==> src/rtl/lc3_mem_pkg.sv <==
// Shared encodings for the LC3 memory stage: controller command codes on
// mem_state and the responder FSM states.
package lc3_mem_pkg;

  typedef enum logic [1:0] {
    MEM_RD   = 2'h0,
    MEM_IND  = 2'h1,
    MEM_WR   = 2'h2,
    MEM_IDLE = 2'h3
  } mem_cmd_t;

  typedef enum logic [1:0] {
    IDLE   = 2'd0,
    ACCESS = 2'd1,
    HOLD   = 2'd2
  } mem_fsm_t;

  // Both the plain load and the pointer fetch of an indirect issue a read.
  function automatic logic cmd_is_read(mem_cmd_t cmd);
    return (cmd == MEM_RD) || (cmd == MEM_IND);
  endfunction

  // Second step of LDI/STI: these commands may consume a fetched pointer.
  function automatic logic cmd_takes_ptr(mem_cmd_t cmd);
    return (cmd == MEM_RD) || (cmd == MEM_WR);
  endfunction

endpackage

==> src/rtl/lc3_mem_access_if.sv <==
// Data-memory request/acknowledge bus between the LC3 memory stage (master)
// and the data memory (slave).
interface lc3_mem_access_if #(
  parameter int DATA_W = 16
);
  logic              rd;
  logic              wr;
  logic [DATA_W-1:0] addr;
  logic [DATA_W-1:0] din;
  logic [DATA_W-1:0] dout;
  logic              ack;

  modport master (
    output rd, wr, addr, din,
    input  dout, ack
  );

  modport slave (
    input  rd, wr, addr, din,
    output dout, ack
  );
endinterface

==> src/rtl/mem_timeout_ctr.sv <==
// Saturating wait counter for an outstanding memory request; expired is high
// once the count reaches TIMEOUT.
module mem_timeout_ctr #(
  parameter int TIMEOUT = 255,
  parameter int TO_W    = $clog2(TIMEOUT + 1)
) (
  input  logic clk,
  input  logic rst,
  input  logic clear,
  input  logic enable,
  output logic expired
);

  logic [TO_W-1:0] cnt_q;
  logic [TO_W-1:0] cnt_d;

  assign expired = (cnt_q == TO_W'(TIMEOUT));

  always_comb begin
    cnt_d = cnt_q;
    if (clear) begin
      cnt_d = '0;
    end else if (enable && !expired) begin
      cnt_d = cnt_q + TO_W'(1);
    end
  end

  always_ff @(posedge clk) begin
    if (rst) begin
      cnt_q <= '0;
    end else begin
      cnt_q <= cnt_d;
    end
  end

endmodule

==> src/rtl/lc3_mem_access.sv <==
// LC3 memory-stage responder: runs one data-memory transaction per controller
// command, chaining LDI/STI through a fetched pointer, and pulses complete_data.
module lc3_mem_access
  import lc3_mem_pkg::*;
#(
  parameter int DATA_W  = 16,
  parameter int TIMEOUT = 255,
  parameter int TO_W    = $clog2(TIMEOUT + 1)
) (
  input  logic              clk,
  input  logic              rst,
  input  logic [1:0]        mem_state,
  input  logic [DATA_W-1:0] M_Addr,
  input  logic [DATA_W-1:0] M_Data,
  lc3_mem_access_if.master  dmem,
  output logic              complete_data,
  output logic [DATA_W-1:0] memout,
  output logic              mem_err
);

  mem_fsm_t          state_q, state_d;
  mem_cmd_t          op_q, op_d;
  logic              rd_q, rd_d;
  logic              wr_q, wr_d;
  logic [DATA_W-1:0] addr_q, addr_d;
  logic [DATA_W-1:0] din_q, din_d;
  logic [DATA_W-1:0] ptr_q, ptr_d;
  logic              ind_valid_q, ind_valid_d;
  logic [DATA_W-1:0] memout_q, memout_d;
  logic              complete_q, complete_d;
  logic              err_q, err_d;

  mem_cmd_t          cmd;
  logic              ctr_clear;
  logic              ctr_enable;
  logic              ctr_expired;

  assign cmd = mem_cmd_t'(mem_state);

  mem_timeout_ctr #(
    .TIMEOUT (TIMEOUT),
    .TO_W    (TO_W)
  ) u_timeout (
    .clk     (clk),
    .rst     (rst),
    .clear   (ctr_clear),
    .enable  (ctr_enable),
    .expired (ctr_expired)
  );

  // The counter only runs while a request is outstanding and is zero on entry.
  assign ctr_clear  = (state_q != ACCESS);
  assign ctr_enable = (state_q == ACCESS) && !dmem.ack;

  always_comb begin
    state_d     = state_q;
    op_d        = op_q;
    rd_d        = rd_q;
    wr_d        = wr_q;
    addr_d      = addr_q;
    din_d       = din_q;
    ptr_d       = ptr_q;
    ind_valid_d = ind_valid_q;
    memout_d    = memout_q;
    complete_d  = 1'b0;
    err_d       = 1'b0;

    unique case (state_q)
      IDLE: begin
        if (cmd == MEM_IDLE) begin
          // An idle command between the two steps abandons the indirect.
          ind_valid_d = 1'b0;
        end else begin
          state_d = ACCESS;
          op_d    = cmd;
          addr_d  = (ind_valid_q && cmd_takes_ptr(cmd)) ? ptr_q : M_Addr;
          din_d   = M_Data;
          rd_d    = cmd_is_read(cmd);
          wr_d    = (cmd == MEM_WR);
        end
      end

      ACCESS: begin
        if (dmem.ack) begin
          state_d    = HOLD;
          rd_d       = 1'b0;
          wr_d       = 1'b0;
          complete_d = 1'b1;
          case (op_q)
            MEM_RD: begin
              memout_d    = dmem.dout;
              ind_valid_d = 1'b0;
            end
            MEM_IND: begin
              ptr_d       = dmem.dout;
              ind_valid_d = 1'b1;
            end
            default: begin
              ind_valid_d = 1'b0;
            end
          endcase
        end else if (ctr_expired) begin
          state_d     = HOLD;
          rd_d        = 1'b0;
          wr_d        = 1'b0;
          complete_d  = 1'b1;
          err_d       = 1'b1;
          memout_d    = '0;
          ind_valid_d = 1'b0;
        end
      end

      // One dead cycle lets the controller retire its command before the
      // next one is sampled, so a slow controller never triggers a repeat.
      HOLD: begin
        state_d = IDLE;
      end

      default: begin
        state_d = IDLE;
      end
    endcase
  end

  always_ff @(posedge clk) begin
    if (rst) begin
      state_q     <= IDLE;
      op_q        <= MEM_IDLE;
      rd_q        <= 1'b0;
      wr_q        <= 1'b0;
      addr_q      <= '0;
      din_q       <= '0;
      ptr_q       <= '0;
      ind_valid_q <= 1'b0;
      memout_q    <= '0;
      complete_q  <= 1'b0;
      err_q       <= 1'b0;
    end else begin
      state_q     <= state_d;
      op_q        <= op_d;
      rd_q        <= rd_d;
      wr_q        <= wr_d;
      addr_q      <= addr_d;
      din_q       <= din_d;
      ptr_q       <= ptr_d;
      ind_valid_q <= ind_valid_d;
      memout_q    <= memout_d;
      complete_q  <= complete_d;
      err_q       <= err_d;
    end
  end

  assign dmem.rd       = rd_q;
  assign dmem.wr       = wr_q;
  assign dmem.addr     = addr_q;
  assign dmem.din      = din_q;
  assign complete_data = complete_q;
  assign memout        = memout_q;
  assign mem_err       = err_q;

endmodule

==> src/flat_wrapper.sv <==
// flat-port wrapper written by rule: the top's interface ports become plain ports
module lc3_mem_access_flat import lc3_mem_pkg::*;
#(
  parameter int DATA_W  = 16,
  parameter int TIMEOUT = 255,
  parameter int TO_W    = $clog2(TIMEOUT + 1)
)
  (clk, rst, mem_state, M_Addr, M_Data, complete_data, memout, mem_err, dmem_rd, dmem_wr, dmem_addr, dmem_din, dmem_dout, dmem_ack);
  lc3_mem_access_if #(.DATA_W(DATA_W)) dmem_i ();
  input  logic clk;
  input  logic rst;
  input  logic [1:0] mem_state;
  input  logic [DATA_W-1:0] M_Addr;
  input  logic [DATA_W-1:0] M_Data;
  output logic complete_data;
  output logic [DATA_W-1:0] memout;
  output logic mem_err;
  output wire logic [$bits(dmem_i.rd)-1:0] dmem_rd;
  output wire logic [$bits(dmem_i.wr)-1:0] dmem_wr;
  output wire logic [$bits(dmem_i.addr)-1:0] dmem_addr;
  output wire logic [$bits(dmem_i.din)-1:0] dmem_din;
  input wire logic [$bits(dmem_i.dout)-1:0] dmem_dout;
  input wire logic [$bits(dmem_i.ack)-1:0] dmem_ack;
  assign dmem_rd = dmem_i.rd;
  assign dmem_wr = dmem_i.wr;
  assign dmem_addr = dmem_i.addr;
  assign dmem_din = dmem_i.din;
  assign dmem_i.dout = dmem_dout;
  assign dmem_i.ack = dmem_ack;
  lc3_mem_access #(.DATA_W(DATA_W), .TIMEOUT(TIMEOUT), .TO_W(TO_W)) u_core (.clk(clk), .rst(rst), .mem_state(mem_state), .M_Addr(M_Addr), .M_Data(M_Data), .dmem(dmem_i), .complete_data(complete_data), .memout(memout), .mem_err(mem_err));
endmodule
==> config.mk <==
export PLATFORM = sky130hd
export DESIGN_NAME = lc3_mem_access_flat
export DESIGN_NICKNAME = d
export VERILOG_FILES = /design/src/rtl/lc3_mem_pkg.sv /design/src/rtl/lc3_mem_access_if.sv /design/src/rtl/mem_timeout_ctr.sv /design/src/rtl/lc3_mem_access.sv /design/src/flat_wrapper.sv
export SDC_FILE = /design/constraint.sdc
export NUM_CORES = 1
export LEC_CHECK = 0
export CORE_AREA = 2 2 86 88
export DETAILED_ROUTE_END_ITERATION = 8
export DIE_AREA = 0 0 88 90
export PLACE_DENSITY = 0.78
export REMOVE_ABC_BUFFERS = 1
export SKIP_CTS_REPAIR_TIMING = 1
export SLEW_MARGIN = 20
export SYNTH_ARGS = -nofsm -noshare
export SYNTH_HDL_FRONTEND = slang
export SYNTH_SLANG_ARGS = --single-unit
==> constraint.sdc <==
create_clock -name clk -period 1.7 [get_ports clk]
set_input_delay 0.255 -clock clk [delete_from_list [all_inputs] [get_ports clk]]
set_output_delay 0.255 -clock clk [all_outputs]
set_load 0.02 [all_outputs]
==> flow_summary.ini <==
[clock_network]
cts-root-buf = clkbuf_8
clock_path_buffers = 2
cts_htree_levels = 3
clk_latency_ns = 0.34
cts_tree = done
cts_made_buffers = 9
clk_pin_slew_worst_paths_ns = 0.08
clkSinkCount = 81

[route]
first_pass_iters = 4
drtAntennaViolNets = 0
viasPerCell = 5.03
drc = 0
first_iter_violations = 124
num_vias = 2741
wire_per_inst_um = 14.3
wirelength_mm = 7.77

[layout]
final_nets = 495
antenna_cells = 0
drive_gt1_frac = 0.0852
syn_to_final_growth_pct = 48.3
fin_area_um2 = 4570
fill_cells = 581
final_util = 0.651

[sta]
tightest_slew_ns = 0.554
report.final.hold_viol_count = 0
grt_setup_unrepaired = false
slew_viol_final = 0
clock_skew_ns = 0.00957
hold_slack_ns = 0.363
setup_viol = 0
period_needed_ns = 1.60
relSlewSlack = 0.631
max_clock_freq_ghz = 0.626
fin_crit_sh = 0.939

[synth]
postSynthCellCount = 334
synth_area_leaders = dfxtp_1 (53%), nand2_1 (8.4%), a21oi_1 (5.8%), mux2i_1 (5.5%), a211oi_1 (4.9%)
ys_types = 39
synthesis.area_um2 = 3080
ys_seq_elements = 81
yosysMostFrequentCell = dfxtp_1
synth_ff_type = dfxtp_1
synth_common_cells = dfxtp_1 (81), nand2_1 (69), a21oi_1 (36)
async_reset_ff_frac = 0
yosysTopAreaCellShare = 0.526
synth_area_per_cell_um2 = 9.23
seq_area_frac_synth = 0.526
synth_largest_area_cell = dfxtp_1
synth-edff-count = 0
ys_warn_count = 0

[power]
power_mw = 4.65
ir_worst_vdd_mv = 0.693
cellPowerDensity_nw_per_um2 = 1020
power_leakage_nw = 1.77

[global_route]
grt_antenna_before_repair = 0
globalRoute.busiestLayer = met2
overflow = 0
use_met2 = 0.330
grtUsageTotal = 0.195
use_met3 = 0.0331
grt_max_degree = 55
grt_pass1_wl_mm = 12.3
grt_use_met1 = 0.241
grt_pass1_vias = 2616

[floorplanning]
start_util = 0.439
fp.dieH_um = 90
dieArea_um2 = 7920
die_w_um = 88
row_count = 31
ios = 105
core_um2 = 7020

[critical_path]
end_kind = primary output
critPathKind = register to primary output
path_cells = clkdlybuf4s50_1
cp_slowest_cell = clkdlybuf4s50_1
critPathTopFamily = buffers and inverters
critical_path.max_stage_delay_ns = 0.64
cp.required_ns = 1.44
crit_buf_inv = 1
start_kind = register
cp.arrival_ns = 1.34
crit_fanout = 2

[place]
gp_congestion = 0.846
dp.final_hpwl_mm = 5.52
placedInstanceArea_um2 = 4290
port_buffers = 104

[status]
outcome = complete, no violations

[flow_run]
max_cap_viol_count = 0

[min_path]
worst_hold_path_type = input port to register
-- path summary, 6_finish.rpt --
path,slack (ns),start,cells after the start,end
setup / recovery,0.10,u_core.memout[4],1,memout[4]
hold / removal,0.36,rst,3,u_core.memout[10]
setup reg to reg,0.11,u_core.u_timeout.cnt_q[1],6,u_core.memout[4]
hold reg to reg,0.46,u_core.dmem.din[6],2,u_core.dmem.din[6]
-- placed cells by master (no fill, tap or decap), drive strengths merged --
master and n:
nor2b 4, or3b 1, clkinvlp 1, o21ai 3
nand4b 2, clkbuf 11, dfxtp 81, bufinv 4
buf 15, a22o 16, a31oi 2, nand2b 2
clkdlybuf4s50 103, and4 2, and3 1, xnor2 3
inv 1, o22ai 1, and2 1, a311oi 1
mux2i 17, nor3 4, a211oi 20, a41oi 1
nand3 3, and2b 1, nor2 32, nand2 69
a41o 1, or3 1, nand4 1, nor4 1
ha 1, a21oi 37, o21bai 2
-- routing by layer --
layer	vias up	part of all wire
met5	-	0
met3	15	0.046
met4	0	0.018
met1	1273	0.43
met2	75	0.51
li1	1378	-
-- power breakdown --
part           leakage, nW  switching [mW]  internal (mW)  total [mW]
clock network        0.124           0.680           1.13        1.81
registers            0.661          0.0644           2.00        2.07
logic                0.984           0.379          0.395       0.775
total                 1.77            1.12           3.52        4.65
-- per-stage QoR --
stage	cells	worst slack, ns	TNS, ns
after floorplan	312	0.166	0
after global placement	529	-0.201	-3.26
after detailed placement	529	-0.325	-5.05
after CTS	545	-0.0921	-1.08
after global routing	545	0.0118	0
final	545	0.103	0
-- sequential cells by signal, indices dropped and copies added (netlist names) --
signal,flops
u_core.dmem.addr,16
u_core.op_q,2
u_core.dmem.din,16
u_core.complete_data,1
u_core.ind_valid_q,1
u_core.state_q,2
u_core.dmem.rd,1
u_core.u_timeout.cnt_q,8
u_core.mem_err,1
u_core.ptr_q,16
u_core.dmem.wr,1
u_core.memout,16
-- layout make-up --
cell class	instances	area [µm²]	share of cell area
clock buffers	11	131	0.0288
multi-input cells	230	1360	0.297
inverters	1	3.75	0.000821
clock inverters	5	128	0.0279
flip-flops and latches	81	1620	0.355
well taps	99	124	0.0271
repair buffers	118	1200	0.263
-- cell families after synthesis --
family                   share of synthesized area
adder cells (fa/ha/maj)                    0.00406
XOR/XNOR                                   0.00853
AND/OR/NAND/NOR                              0.181
AO/OA/AOI/OAI                                0.184
multiplexers                                0.0552
flip-flops                                   0.526
buffers and inverters                       0.0414
Power figures use the tool's default switching activity.
